File: src/rtl/mem_bus_arbiter.sv
`default_nettype none
// ============================================================================
// Module   : mem_bus_arbiter
// Brief    : Two-master round-robin arbiter for the native memory bus, with
//            CPU hold for boot loading and a per-transfer timeout watchdog.
// Revision : 1.0
// ============================================================================
module mem_bus_arbiter #(
    parameter int unsigned TIMEOUT_CYCLES = 64,
    parameter logic [31:0] ERR_RDATA      = 32'hDEAD_BEEF
) (
    input  logic        clk,
    input  logic        rst,
    input  logic        m0_valid,
    input  logic [31:0] m0_addr,
    input  logic [31:0] m0_wdata,
    input  logic [3:0]  m0_wstrb,
    output logic        m0_ready,
    output logic [31:0] m0_rdata,
    input  logic        m1_valid,
    input  logic [31:0] m1_addr,
    input  logic [31:0] m1_wdata,
    input  logic [3:0]  m1_wstrb,
    output logic        m1_ready,
    output logic [31:0] m1_rdata,
    output logic        s_valid,
    output logic [31:0] s_addr,
    output logic [31:0] s_wdata,
    output logic [3:0]  s_wstrb,
    input  logic        s_ready,
    input  logic [31:0] s_rdata,
    input  logic        cpu_hold,
    input  logic        err_clr,
    output logic        err,
    output logic        err_master
);

    localparam logic [0:0]  IDLE     = 1'b0;
    localparam logic [0:0]  BUSY     = 1'b1;
    localparam logic [15:0] CNT_LAST = 16'(TIMEOUT_CYCLES - 1);

    logic [0:0]  state_q, state_d;
    logic        grant_q, grant_d;
    logic        last_q, last_d;
    logic [15:0] cnt_q, cnt_d;
    logic        err_q, err_d;
    logic        err_master_q, err_master_d;

    logic        busy;
    logic        req0;
    logic        req1;
    logic        timeout;
    logic        done;
    logic [31:0] rdata_sel;

    // Outputs are gated by rst so nothing leaks while reset is held mid-transfer.
    always_comb begin
        busy      = (state_q == BUSY) && !rst;
        req0      = m0_valid && !cpu_hold;
        req1      = m1_valid;
        timeout   = busy && !s_ready && (cnt_q == CNT_LAST);
        done      = busy && (s_ready || timeout);
        rdata_sel = timeout ? ERR_RDATA : s_rdata;
    end

    always_comb begin
        state_d      = state_q;
        grant_d      = grant_q;
        last_d       = last_q;
        cnt_d        = cnt_q;
        case (state_q)
            IDLE: begin
                if (req0 || req1) begin
                    state_d = BUSY;
                    cnt_d   = '0;
                    grant_d = (req0 && req1) ? ~last_q : req1;
                end
            end
            default: begin
                if (done) begin
                    state_d = IDLE;
                    last_d  = grant_q;
                end else begin
                    cnt_d = cnt_q + 16'd1;
                end
            end
        endcase
        // A timeout in the same cycle as err_clr keeps the flag set.
        err_d        = timeout ? 1'b1 : (err_clr ? 1'b0 : err_q);
        err_master_d = timeout ? grant_q : err_master_q;
    end

    always_ff @(posedge clk) begin
        if (rst) begin
            state_q      <= IDLE;
            grant_q      <= 1'b0;
            last_q       <= 1'b1;
            cnt_q        <= '0;
            err_q        <= 1'b0;
            err_master_q <= 1'b0;
        end else begin
            state_q      <= state_d;
            grant_q      <= grant_d;
            last_q       <= last_d;
            cnt_q        <= cnt_d;
            err_q        <= err_d;
            err_master_q <= err_master_d;
        end
    end

    assign s_valid    = busy;
    assign s_addr     = busy ? (grant_q ? m1_addr  : m0_addr)  : '0;
    assign s_wdata    = busy ? (grant_q ? m1_wdata : m0_wdata) : '0;
    assign s_wstrb    = busy ? (grant_q ? m1_wstrb : m0_wstrb) : '0;
    assign m0_ready   = done && !grant_q;
    assign m1_ready   = done && grant_q;
    assign m0_rdata   = (busy && !grant_q) ? rdata_sel : '0;
    assign m1_rdata   = (busy && grant_q)  ? rdata_sel : '0;
    assign err        = err_q && !rst;
    assign err_master = err_master_q && !rst;

endmodule
`default_nettype wire

File: config.mk
export PLATFORM = sky130hd
export DESIGN_NAME = mem_bus_arbiter
export DESIGN_NICKNAME = d
export VERILOG_FILES = /design/src/rtl/mem_bus_arbiter.sv
export SDC_FILE = /design/constraint.sdc
export NUM_CORES = 1
export LEC_CHECK = 0
export BUFFER_PORTS_ARGS = -buffer_cell sky130_fd_sc_hd__buf_2
export CORE_AREA = 2 2 123 125
export DETAILED_ROUTE_END_ITERATION = 10
export DIE_AREA = 0 0 125 127
export GPL_TIMING_DRIVEN = 0
export PLACE_DENSITY = 0.57
export RECOVER_POWER = 50
export SLEW_MARGIN = 10
export SYNTH_ARGS = -nofsm -noshare
export SYNTH_HDL_FRONTEND = slang
export SYNTH_SLANG_ARGS = --single-unit
File: constraint.sdc
create_clock -name clk -period 3.6 [get_ports clk]
set_clock_uncertainty 0.05 [all_clocks]
set_input_delay 0 -clock clk [delete_from_list [all_inputs] [get_ports clk]]
set_output_delay 0 -clock clk [all_outputs]
set_load 0.01 [all_outputs]
Yosys cells after proc, flatten, opt, wreduce, memory -nomap -nowiden

Cells that the tools add are included.

Muxes and demuxes: 18
Bitwise logic cells: 2
Reduce and logical (&&, ||, !) cells: 23
Eq/ne operators: 2
$add $sub $neg: 1

Operators by type and width:

| kind                    | number |
|---|---|
| $mux W32                | 7 |
| $mux W16                | 3 |
| $add A16 B1 Y16 const B | 1 |
| $eq A16 B6 Y1 const B   | 1 |
| $logic_and A1 B1 Y1     | 12 |
| $mux W4                 | 2 |
| $mux W1                 | 6 |
| $reduce_and A2 Y1       | 3 |
| $logic_not A1 Y1        | 4 |
| $reduce_bool A2 Y1      | 2 |
| $logic_or A1 B1 Y1      | 2 |
| $ne A2 B2 Y1 const B    | 1 |
| $not A1 Y1              | 2 |

Register bits after elaboration: 21

Longest topological paths before layout

Gate-level depths: netlist of the first run.

Word-level depth: 8
Gate-level depth with buffers: 7

Worst setup path after synthesis of the first run

OpenSTA, ideal clock, no wires.

Path kind: flip-flop to flip-flop
Start point: register cnt_q[0]
End point: register err_master_q
Library setup time: 0.121 ns
Cell stages (with the launch flop): 7
Buffers on the path: 1
Data arrival time: 1.835 ns
Data required time: 3.429 ns
Slack: 1.593 ns
Cells stage by stage: dfxtp_1 -> ha_1 -> inv_1 -> or3_4 -> or3_1 -> buf_2 -> mux2_4

Cells in the longest elaborated chain, start to end: 2

Ends and longest elaborated chain:

| item                     | line | source |
|---|---|---|
| start: declaration       | 45   | `logic [15:0] cnt_q, cnt_d;` |
| start signal: assignment | 105  | `cnt_q <= cnt_d;` |
| $eq A16 B6 Y1            | 61   | `timeout = busy && !s_ready && (cnt_q == CNT_LAST);` |
| $logic_and A1 B1 Y1      | 61   |  |
| end signal: assignment   | 107  | `err_master_q <= err_master_d;` |
| end: declaration         | 47   | `logic err_master_q, err_master_d;` |

Every way passes these cells.
A chain may end at the register's enable or synchronous reset.

Worst setup path after layout of the first run

Start point: register cnt_q[0]
End point: output m0_rdata[14]

Cells in the longest elaborated chain, start to end: 4

Ends and longest elaborated chain:

| item                | line | source |
|---|---|---|
| $eq A16 B6 Y1       | 61   |  |
| $logic_and A1 B1 Y1 | 61   |  |
| $mux W32            | 63   | `rdata_sel = timeout ? ERR_RDATA : s_rdata;` |
| $mux W32            | 117  | `assign m0_rdata = (busy && !grant_q) ? rdata_sel : '0;` |
| end: declaration    | 19   | `output logic [31:0] m0_rdata,` |

Every way passes these cells.

==> impl_metrics.csv, run 1 <==
group,metric,value,unit
routing,post-route-drc-count,0,
power_and_ir_drop,p_comb_frac,0.442,
logic_synthesis,synthCells,375,
sta,final_hold_viol_count,0,
finish,area.growth.synth_to_final,65.9,%
routing,first_iter_violations,148,
critical_path,r2r_end,"last_q",
logic_synthesis,synth_common_cells,"nor2_1 (72), mux2i_1 (68), o21a_1 (50)",
sta,min_period,2.67,ns
placed_design,routabilityCongestion,0.877,
critical_path,ff2ff_setup_slack,1.21,ns
floorplan,core_area,14400,um^2
routing,dr.pass1.iters,4,
global_route,grt_use_met2,0.299,
critical_path,crit_path_start_kind,"flop",
critical_path,cpPeakStageDelay,0.46,ns
critical_path,crit_arrival,2.62,ns
finish,fin_nets,869,
sta,finalSetupViolCount,0,
placed_design,numPortBuffers,311,
floorplan,dieArea,15900,um^2
logic_synthesis,ys.flop_type,"dfxtp_1",
logic_synthesis,post-synth-top-count-cell,"nor2_1",
clock_network,postCtsSetupBuffers,0,
global_route,grt_pass1_wl,20.2,mm
routing,routedWlPerCell,15.7,um
clock_network,clk_pin_slew_worst_paths,0.06,ns
critical_path,path_class,"flop to primary output",
global_route,grt_antenna_before_repair,1,
flow_run,maxCapViolations,0,
power_and_ir_drop,p_sw_frac,0.350,
finish,drive_gt1_frac,0.387,
sta,worstMarginPinSlew,0.914,ns
global_route,grt_overflow_total,0,
floorplan,dieHeight,127,um
sta,rsz0062_at_grt,"no",
sta,relSlewSlack,0.386,
placed_design,dp.final_hpwl,11.7,mm
logic_synthesis,netlist_area,2740,um^2
sta,finalCritPeriodShare,0.741,
logic_synthesis,synth-seq-cells,21,
power_and_ir_drop,p_int,566,uW
sta,holdWs,0.124,ns
power_and_ir_drop,seq_power_share,0.275,
critical_path,crit_path_cell_trace,"ha_1, inv_1, or3_1, or3_1, clkbuf_1, buf_6, and3_1, buf_2",
finish,antenna_cells,0,
min_path,hold_depth,3,
clock_network,clkLatencyLatePin,0.26,ns
logic_synthesis,syn_nets,551,
global_route,grt_pass1_vias,3678,
logic_synthesis,synth_cell_types,46,
critical_path,critPathRequiredTime,3.55,ns
logic_synthesis,synth_edf_count,0,
min_path,worstHoldStart,"rst",
logic_synthesis,syn_avg_cell_area,7.31,um^2
critical_path,crit_path_end_kind,"primary output",
power_and_ir_drop,pwr-share-clk,0.283,
floorplan,die_x,125,um
global_route,grt_use_total,0.158,
logic_synthesis,synth_top_cell_by_area,"mux2i_1",
clock_network,numCtsBuffers,3,
power_and_ir_drop,powerDensity,191,nW/um^2
placed_design,place_area,4530,um^2
logic_synthesis,synth_top_area_frac,0.248,
critical_path,crit_slowest_cell,"or3_1",
logic_synthesis,synthArstFlopShare,0,
routing,vias,3963,
floorplan,rows,44,
floorplan,num_io_pins,312,
clock_network,htree_levels,1,
routing,routed_wl,13.7,mm
clock_network,cts.sinks,21,
logic_synthesis,yosysSeqAreaShare,0.153,
clock_network,cts_max_path_buffers,2,
floorplan,initial_utilization,0.190,
outcome,status,"finished clean",
min_path,min_to,"err_master_q",
power_and_ir_drop,netSwitchingPower,305,uW
logic_synthesis,yosys-top-cells-area,"mux2i_1 (25%), dfxtp_1 (15%), o21a_1 (14%), nor2_1 (9.9%), and3_1 (4.8%)",
global_route,met3_usage,0.0327,
routing,drt-vias-per-instance,4.52,
clock_network,cts_root_buffer,"clkbuf_16",
routing,ant_nets,0,
power_and_ir_drop,p_leak,2.27,nW
min_path,hold_path.class,"input port to flop",
sta,maxSlewViolCount,0,
global_route,grt_use_met1,0.185,
critical_path,worstPathMaxFanout,10,
finish,final_area,4550,um^2
clock_network,cts_tree,"yes",
global_route,grt_max_degree,14,
power_and_ir_drop,irDropWorstVdd,0.165,mV
logic_synthesis,synth_warnings,0,
critical_path,crit_top_cell,"or3_1",
critical_path,reg2reg_depth,6,
global_route,grt-busiest-layer,"met2",
sta,fmax,375,MHz
critical_path,rr_startpoint,"cnt_q[0]",
sta,tns,0,ns
[sequential cells by signal, summed over array words and instances (netlist names)]
| name | count |
|---|---|
| last_q | 1 |
| cnt_q | 16 |
| grant_q | 1 |
| state_q | 1 |
| err_master_q | 1 |
| err_q | 1 |
[cell type report]
type                            instances  area [um^2]
Buffer                                 36          146
Timing Repair Buffer                  313         1510
Multi-Input combinational cell        312         2140
Fill cell                            1694         9880
Sequential cell                        21          420
Clock inverter                          1         7.51
Clock buffer                            3         75.1
Inverter                                6         22.5
Tap cell                              184          230
[power groups by stage]
stage	clock network, mW	registers [mW]	logic, mW
3_5_place_dp	0	0.245	0.394
4_1_cts	0.252	0.239	0.397
2_1_floorplan	0	0.244	0.197
3_3_place_gp	0	0.244	0.395
6_report	0.247	0.239	0.385
5_1_grt	0.264	0.240	0.424
[layout by cell type (no fill, tap or decap), types with 2 or more instances in the layout]
cell type	instances
a211o_1	3
a211oi_1	2
a21oi_1	5
and3_1	21
buf_2	257
clkbuf_1	88
clkbuf_16	3
dfxtp_1	21
dlygate4sd3_1	2
inv_1	6
mux2i_1	68
nand2_1	13
nand2b_1	3
nand3_1	13
nand4_1	5
nor2_1	72
nor2b_1	3
nor3_1	4
nor4_1	5
nor4_2	3
o211ai_1	4
o21a_1	50
o21ai_0	6
o2bb2ai_1	3
o31a_1	2
or3_1	2
or4_1	5
xnor2_1	3
[worst max-delay path by stage]
stage / start / endpoint / cells after the start
4_1_cts: cnt_q[0] / m1_rdata[25] / 8
6_report: cnt_q[0] / m0_rdata[14] / 8
3_5_place_dp: cnt_q[0] / m1_rdata[25] / 8
5_1_grt: state_q / s_wstrb[1] / 7
2_1_floorplan: cnt_q[0] / err_master_q / 6
3_3_place_gp: cnt_q[0] / m1_rdata[25] / 8
[logic make-up after synthesis]
group,count (synthesis),share of synthesized area
AND/OR/NAND/NOR,157,0.294
multiplexers,69,0.254
flip-flops,21,0.153
buffers and inverters,42,0.0630
adder cells (fa/ha/maj),1,0.00456
AO/OA/AOI/OAI,82,0.222
XOR/XNOR,3,0.00959
[metal layers]
layer | part of all wire | up-vias
met4 | 0.015 | 0
met1 | 0.39 | 1792
li1 | - | 1991
met5 | 0 | -
met2 | 0.53 | 166
met3 | 0.062 | 14
[repair_timing]
item,CTS,global route
gates resized for setup,0,0
hold buffers,2,0
hold endpoints to repair,2,0
[through the flow]
| stage | total power, mW | util | worst slack, ns | std cells |
|---|---|---|---|---|
| after floorplan | 0.440 | - | 1.59 | 375 |
| after global placement | 0.639 | 0.314 | 1.26 | 870 |
| after detailed placement | 0.639 | 0.314 | 1.25 | 870 |
| after CTS | 0.888 | 0.321 | 0.949 | 876 |
| after global routing | 0.927 | 0.315 | 0.677 | 876 |
| final | 0.871 | 0.315 | 0.933 | 876 |
[worst max-delay path, delay by kind of cell (launching register included)]
kind / cells / cell delay, ns
adder cells (fa/ha/maj): 1 / 0.29
AND/OR/NAND/NOR: 3 / 0.96
buffers and inverters: 4 / 0.69
flip-flops: 1 / 0.41
Note: power is estimated with default switching activity, not from simulation.
==> run 2: changes to the inputs <==
--- a/config.mk
+++ b/config.mk
@@ -5,12 +5,13 @@
 export SDC_FILE = /design/constraint.sdc
 export NUM_CORES = 1
 export LEC_CHECK = 0
+export ABC_AREA = 1
 export BUFFER_PORTS_ARGS = -buffer_cell sky130_fd_sc_hd__buf_2
 export CORE_AREA = 2 2 123 125
 export DETAILED_ROUTE_END_ITERATION = 10
 export DIE_AREA = 0 0 125 127
 export GPL_TIMING_DRIVEN = 0
-export PLACE_DENSITY = 0.57
+export PLACE_DENSITY = 0.6
 export RECOVER_POWER = 50
 export SLEW_MARGIN = 10
 export SYNTH_ARGS = -nofsm -noshare
==> constraint.sdc (replaced) <==
create_clock -name clk -period 2.2 [get_ports clk]
set_clock_uncertainty 0.05 [all_clocks]
set_input_delay 0 -clock clk [delete_from_list [all_inputs] [get_ports clk]]
set_output_delay 0 -clock clk [all_outputs]
set_load 0.01 [all_outputs]
==> impl_metrics.csv, run 2 <==
group,metric,value,unit
sta,min_period,2.08,ns
clock_network,cts.sinks,21,
placed_design,numPortBuffers,311,
routing,drt-vias-per-instance,4.67,
finish,max_flop_register,"cnt_q",
logic_synthesis,syn_avg_cell_area,5.16,um^2
finish,drive_gt1_frac,0.361,
outcome,status,"finished clean",
logic_synthesis,synthCells,550,
logic_synthesis,netlist_area,2840,um^2
global_route,grt_pass1_vias,4521,
sta,worstMarginPinSlew,0.714,ns
sta,fmax,482,MHz
clock_network,cts_root_buffer,"clkbuf_16",
finish,multi_input_area,1960,um^2
min_path,min_to,"grant_q",
floorplan,core_area,14400,um^2
finish,regArea,420,um^2
power_and_ir_drop,irDropWorstVdd,0.298,mV
power_and_ir_drop,powerDensity,300,nW/um^2
flow_run,maxCapViolations,0,
clock_network,clk_pin_slew_worst_paths,0.06,ns
routing,ant_nets,0,
logic_synthesis,synth_top_cell_by_area,"nand3_1",
routing,post-route-drc-count,0,
placed_design,place_area,4620,um^2
critical_path,reg2reg_depth,11,
min_path,hold_depth,4,
floorplan,num_io_pins,312,
power_and_ir_drop,p_leak,2.84,nW
logic_synthesis,post-synth-top-count-cell,"nand3_1",
logic_synthesis,synth_cell_types,25,
finish,largest_reg_flops,16,
routing,first_iter_violations,285,
critical_path,crit_arrival,2.03,ns
min_path,worstHoldStart,"m0_valid",
global_route,grt_antenna_before_repair,0,
routing,dr.pass1.iters,6,
routing,routed_wl,16.6,mm
routing,routedWlPerCell,15.8,um
critical_path,rr_startpoint,"cnt_q[1]",
logic_synthesis,yosysSeqAreaShare,0.148,
sta,tns,0,ns
logic_synthesis,syn_nets,726,
routing,dr.max_layer_used,"met4",
sta,rsz0062_at_grt,"yes",
clock_network,numCtsBuffers,3,
min_path,hold_path.class,"input port to flop",
logic_synthesis,synth_common_cells,"nand3_1 (163), nand2_1 (127), inv_1 (62)",
critical_path,crit_path_end_kind,"primary output",
routing,route.met3.wl,1.13,mm
sta,final_hold_viol_count,0,
floorplan,dieHeight,127,um
global_route,grt_max_degree,13,
sta,relSlewSlack,0.524,
clock_network,cts_tree,"yes",
routing,vias,4916,
global_route,grt_use_total,0.193,
placed_design,routabilityCongestion,0.880,
clock_network,clkLatencyLatePin,0.25,ns
floorplan,initial_utilization,0.197,
finish,final_area,4710,um^2
logic_synthesis,synthArstFlopShare,0,
global_route,grt_overflow_total,0,
logic_synthesis,ys.flop_type,"dfxtp_1",
clock_network,cts_max_path_buffers,2,
sta,finalSetupViolCount,0,
finish,fin_nets,1046,
critical_path,crit_path_start_kind,"flop",
routing,wl_met2,8.70,mm
sta,maxSlewViolCount,0,
finish,final_common_cell,"buf_2",
sta,finalCritPeriodShare,0.943,
critical_path,critPathRequiredTime,2.15,ns
floorplan,rows,44,
global_route,grt_pass1_wl,24.6,mm
critical_path,ff2ff_setup_slack,0.29,ns
clock_network,htree_levels,1,
routing,wl_met1,6.58,mm
logic_synthesis,synth_top_area_frac,0.287,
critical_path,path_class,"flop to primary output",
finish,area.growth.synth_to_final,65.8,%
logic_synthesis,synth_warnings,0,
placed_design,dp.final_hpwl,14.0,mm
logic_synthesis,synth_edf_count,0,
critical_path,worstPathMaxFanout,10,
finish,layout_common_cells,"buf_2 (281), nand3_1 (162), nand2_1 (129)",
floorplan,die_x,125,um
critical_path,r2r_end,"cnt_q[2]",
floorplan,dieArea,15900,um^2
logic_synthesis,yosys-top-cells-area,"nand3_1 (29%), nand2_1 (17%), dfxtp_1 (15%), a21oi_1 (10%), inv_1 (8.2%)",
finish,fill_cells,1695,
finish,antenna_cells,0,
logic_synthesis,synth-seq-cells,21,
[run 2: cell types whose count changed in the layout (fill, tap and decap cells not counted), sizes merged, moves of 4 or more]
cell,change
clkbuf,-18
nand2,+117
nor2,-45
or4,-5
nor4,-7
o21a,-50
o211ai,-4
inv,+57
nor3,+13
mux2i,-68
and3,-21
a21oi,+52
nand3,+151
buf,+30
[run 2: worst max-delay path by stage]
| stage | cells past startpoint | from | endpoint |
|---|---|---|---|
| 4_1_cts | 8 | cnt_q[1] | m1_rdata[14] |
| 2_1_floorplan | 9 | cnt_q[0] | last_q |
| 3_5_place_dp | 7 | grant_q | s_wdata[27] |
| 5_1_grt | 7 | grant_q | s_wdata[15] |
| 3_3_place_gp | 7 | grant_q | s_wdata[27] |
| 6_report | 7 | grant_q | s_wdata[15] |
[run 2: critical path, cell delays in order (launching register included)]
cell	delay [ns]
dfxtp_1	0.29
buf_2	0.19
clkinv_2	0.14
clkbuf_2	0.29
buf_1	0.43
nand3_1	0.20
nand2_1	0.09
buf_2	0.12
[run 2: layout make-up]
type / count / area share
well taps: 184 / 0.0489
multi-input cells: 418 / 0.417
flip-flops and latches: 21 / 0.0893
plain buffers: 47 / 0.0452
clock buffers: 3 / 0.0160
inverters: 64 / 0.0513
clock inverters: 1 / 0.00106
repair buffers: 315 / 0.331
[run 2: cells by family (layout without fill, tap and decap cells)]
group | after synthesis | after routing | synth area share
AO/OA/AOI/OAI | 66 | 66 | 0.117
buffers and inverters | 111 | 430 | 0.160
AND/OR/NAND/NOR | 349 | 349 | 0.564
XOR/XNOR | 2 | 2 | 0.00617
flip-flops | 21 | 21 | 0.148
adder cells (fa/ha/maj) | 1 | 1 | 0.00441
[run 2: repair_timing]
action / CTS / global route
endpoints found under the setup margin: 27 / 63
gates cloned: 0 / 0
pin swaps: 0 / 1
setup buffers: 0 / 1
gates resized for setup: 3 / 7
hold endpoints to repair: 3 / 0
hold buffers: 3 / 0
[run 2: power by group]
part / switching, mW / internal [mW]
sequential: 0.00372 / 0.385
clock: 0.142 / 0.244
combinational: 0.388 / 0.246
total: 0.534 / 0.876
[run 2: metal layers]
layer,vias to the layer above,track usage
met5,-,0
met3,10,0.0285
met2,246,0.367
met4,0,0.0314
met1,2204,0.232
li1,2456,-
[run 2: stage by stage]
step	worst slack, ns	std cells	util	hold slack, ns	total power [mW]
floorplan	0.639	550	-	0.0341	0.687
global placement	0.0202	1045	0.321	0.137	1.04
detailed placement	0.0316	1045	0.321	0.144	1.04
CTS	0.0171	1052	0.329	0.0274	1.43
global route	-0.0641	1053	0.326	0.0501	1.51
finish	0.125	1053	0.326	0.0287	1.41
==> run 3: changes to the inputs <==
==> constraint.sdc (replaced) <==
create_clock -name clk -period 1.7 [get_ports clk]
set_clock_uncertainty 0.05 [all_clocks]
set_input_delay 0 -clock clk [delete_from_list [all_inputs] [get_ports clk]]
set_output_delay 0 -clock clk [all_outputs]
set_load 0.01 [all_outputs]
==> impl_metrics.csv, run 3 (synthesis results as in run 2) <==
group,metric,value,unit
outcome,status,"complete, but fails checks",
outcome,violations,"setup timing",
min_path,worstHoldStart,"m0_valid",
flow_run,maxCapViolations,0,
critical_path,path_class,"flop to primary output",
clock_network,cts_max_path_buffers,2,
critical_path,worstPathMaxFanout,8,
finish,antenna_cells,0,
floorplan,rows,44,
critical_path,reg2reg_depth,13,
finish,layout_common_cells,"buf_2 (300), nand3_1 (162), nand2_1 (117)",
critical_path,critPathRequiredTime,1.65,ns
sta,min_period,1.84,ns
routing,post-route-drc-count,0,
sta,relSlewSlack,0.637,
power_and_ir_drop,netSwitchingPower,750,uW
global_route,grt_use_total,0.200,
global_route,grt_pass1_wl,25.5,mm
critical_path,crit_path_end_kind,"primary output",
sta,fmax,544,MHz
routing,dr.pass1.iters,6,
sta,worstMarginPinSlew,0.545,ns
routing,vias,5066,
clock_network,cts_tree,"yes",
placed_design,dp.final_hpwl,14.0,mm
min_path,hold_depth,4,
floorplan,num_io_pins,312,
clock_network,clk_pin_slew_worst_paths,0.06,ns
finish,fill_cells,1591,
clock_network,htree_levels,1,
critical_path,ff2ff_setup_slack,-0.02,ns
finish,drive_gt1_frac,0.529,
placed_design,numPortBuffers,311,
floorplan,die_x,125,um
finish,finalNonFillerCells,1077,
min_path,hold_path.class,"input port to flop",
sta,final_hold_viol_count,0,
global_route,grt_max_degree,13,
power_and_ir_drop,irDropWorstVdd,0.399,mV
floorplan,core_area,14400,um^2
global_route,grt_overflow_total,0,
clock_network,cts.sinks,21,
sta,tns,-3.41,ns
routing,routedWlPerCell,16.5,um
power_and_ir_drop,seq_power_share,0.254,
placed_design,routabilityCongestion,0.880,
critical_path,startpoint,"state_q",
finish,fin_nets,1070,
power_and_ir_drop,p_comb_frac,0.495,
routing,routed_wl,17.8,mm
floorplan,dieHeight,127,um
critical_path,crit_arrival,1.79,ns
clock_network,cts_root_buffer,"clkbuf_16",
clock_network,clkLatencyLatePin,0.25,ns
clock_network,numCtsBuffers,3,
critical_path,crit_path_start_kind,"flop",
routing,first_iter_violations,298,
finish,max_flop_register,"cnt_q",
critical_path,rr_startpoint,"cnt_q[1]",
floorplan,dieArea,15900,um^2
power_and_ir_drop,pwr-share-clk,0.251,
power_and_ir_drop,p_sw_frac,0.378,
placed_design,dp.cells,1045,
global_route,grt_pass1_vias,4688,
routing,drt-vias-per-instance,4.70,
sta,finalCritPeriodShare,1.08,
finish,area.growth.synth_to_final,99.1,%
sta,maxSlewViolCount,0,
power_and_ir_drop,powerDensity,352,nW/um^2
routing,ant_nets,0,
floorplan,initial_utilization,0.197,
finish,largest_reg_flops,16,
finish,final_common_cell,"buf_2",
sta,rsz0062_at_grt,"yes",
power_and_ir_drop,p_leak,3.25,nW
power_and_ir_drop,p_int,1.24,mW
global_route,grt_antenna_before_repair,0,
sta,finalSetupViolCount,74,
sta,layout_setup_ws,-0.138,ns
==> run 3: cell count changes in the layout (fill, tap and decap cells not counted), moves of 12 or more <==
cell      previous run  this run
a21oi_1             57        15
clkbuf_1            52        10
a21oi_2              0        40
buf_4                1        26
buf_6                2        25
buf_2              281       300
clkbuf_2            18         2
nor3_1              18         3
nand2_1            129       117
nor3_2               0        12
==> run 3: power groups by stage <==
stage                     combinational (mW)  clock [mW]  sequential, mW
after detailed placement               0.834           0           0.515
after floorplan                        0.375           0           0.513
after global routing                    1.07       0.540           0.505
after CTS                              0.908       0.509           0.505
final                                  0.984       0.498           0.505
after global placement                 0.834           0           0.514
==> run 3: path summary, 6_finish.rpt <==
path,end
setup reg to reg,cnt_q[12]
setup / recovery,m0_rdata[14]
hold / removal,grant_q
hold reg to reg,last_q
==> run 3: per-layer routing <==
layer  track usage  vias up  part of all wire
li1              -     2507                 -
met2         0.388      243              0.54
met4        0.0320        0             0.015
met1         0.238     2302              0.38
met3        0.0289       14             0.064
met5             0        -                 0
==> run 3: final cells by class <==
class,count,area (um^2),area share
Multi-Input combinational cell,418,2340,0.414
Timing Repair Buffer,340,1880,0.332
Buffer,46,439,0.0777
Sequential cell,21,435,0.0771
Inverter,64,253,0.0447
Tap cell,184,230,0.0408
Clock buffer,3,75.1,0.0133
Clock inverter,1,5.00,0.000886
==> run 3: what timing repair did <==
| item | 4_1_cts | 5_1_grt |
|---|---|---|
| endpoints found under the hold margin | 3 | 0 |
| pin swaps | 4 | 14 |
| gates resized for setup | 100 | 142 |
| hold buffers | 3 | 0 |
| cloned | 3 | 2 |
| setup endpoints to repair | 155 | 149 |
| buffers inserted | 15 | 8 |
==> run 3: critical path, cell delays in order (launching register included) <==
cell,delay (ns)
dfxtp_4,0.38
inv_8,0.05
nor2_4,0.12
buf_8,0.11
buf_6,0.09
nand2_4,0.04
nor4_4,0.27
buf_6,0.16
buf_8,0.13
nor3_4,0.05
buf_2,0.14
==> run 3: through the flow <==
step	setup slack (ns)	hold WS, ns	power [mW]	cell area, um^2	util
6_report	-0.138	0.0282	1.99	5650	0.392
5_1_grt	-0.221	0.0495	2.12	5650	0.392
4_1_cts	-0.191	0.0274	1.92	5170	0.359
3_5_place_dp	-0.468	0.144	1.35	4620	0.321
3_3_place_gp	-0.480	0.137	1.35	4620	0.321
2_1_floorplan	0.139	0.0341	0.889	2840	-
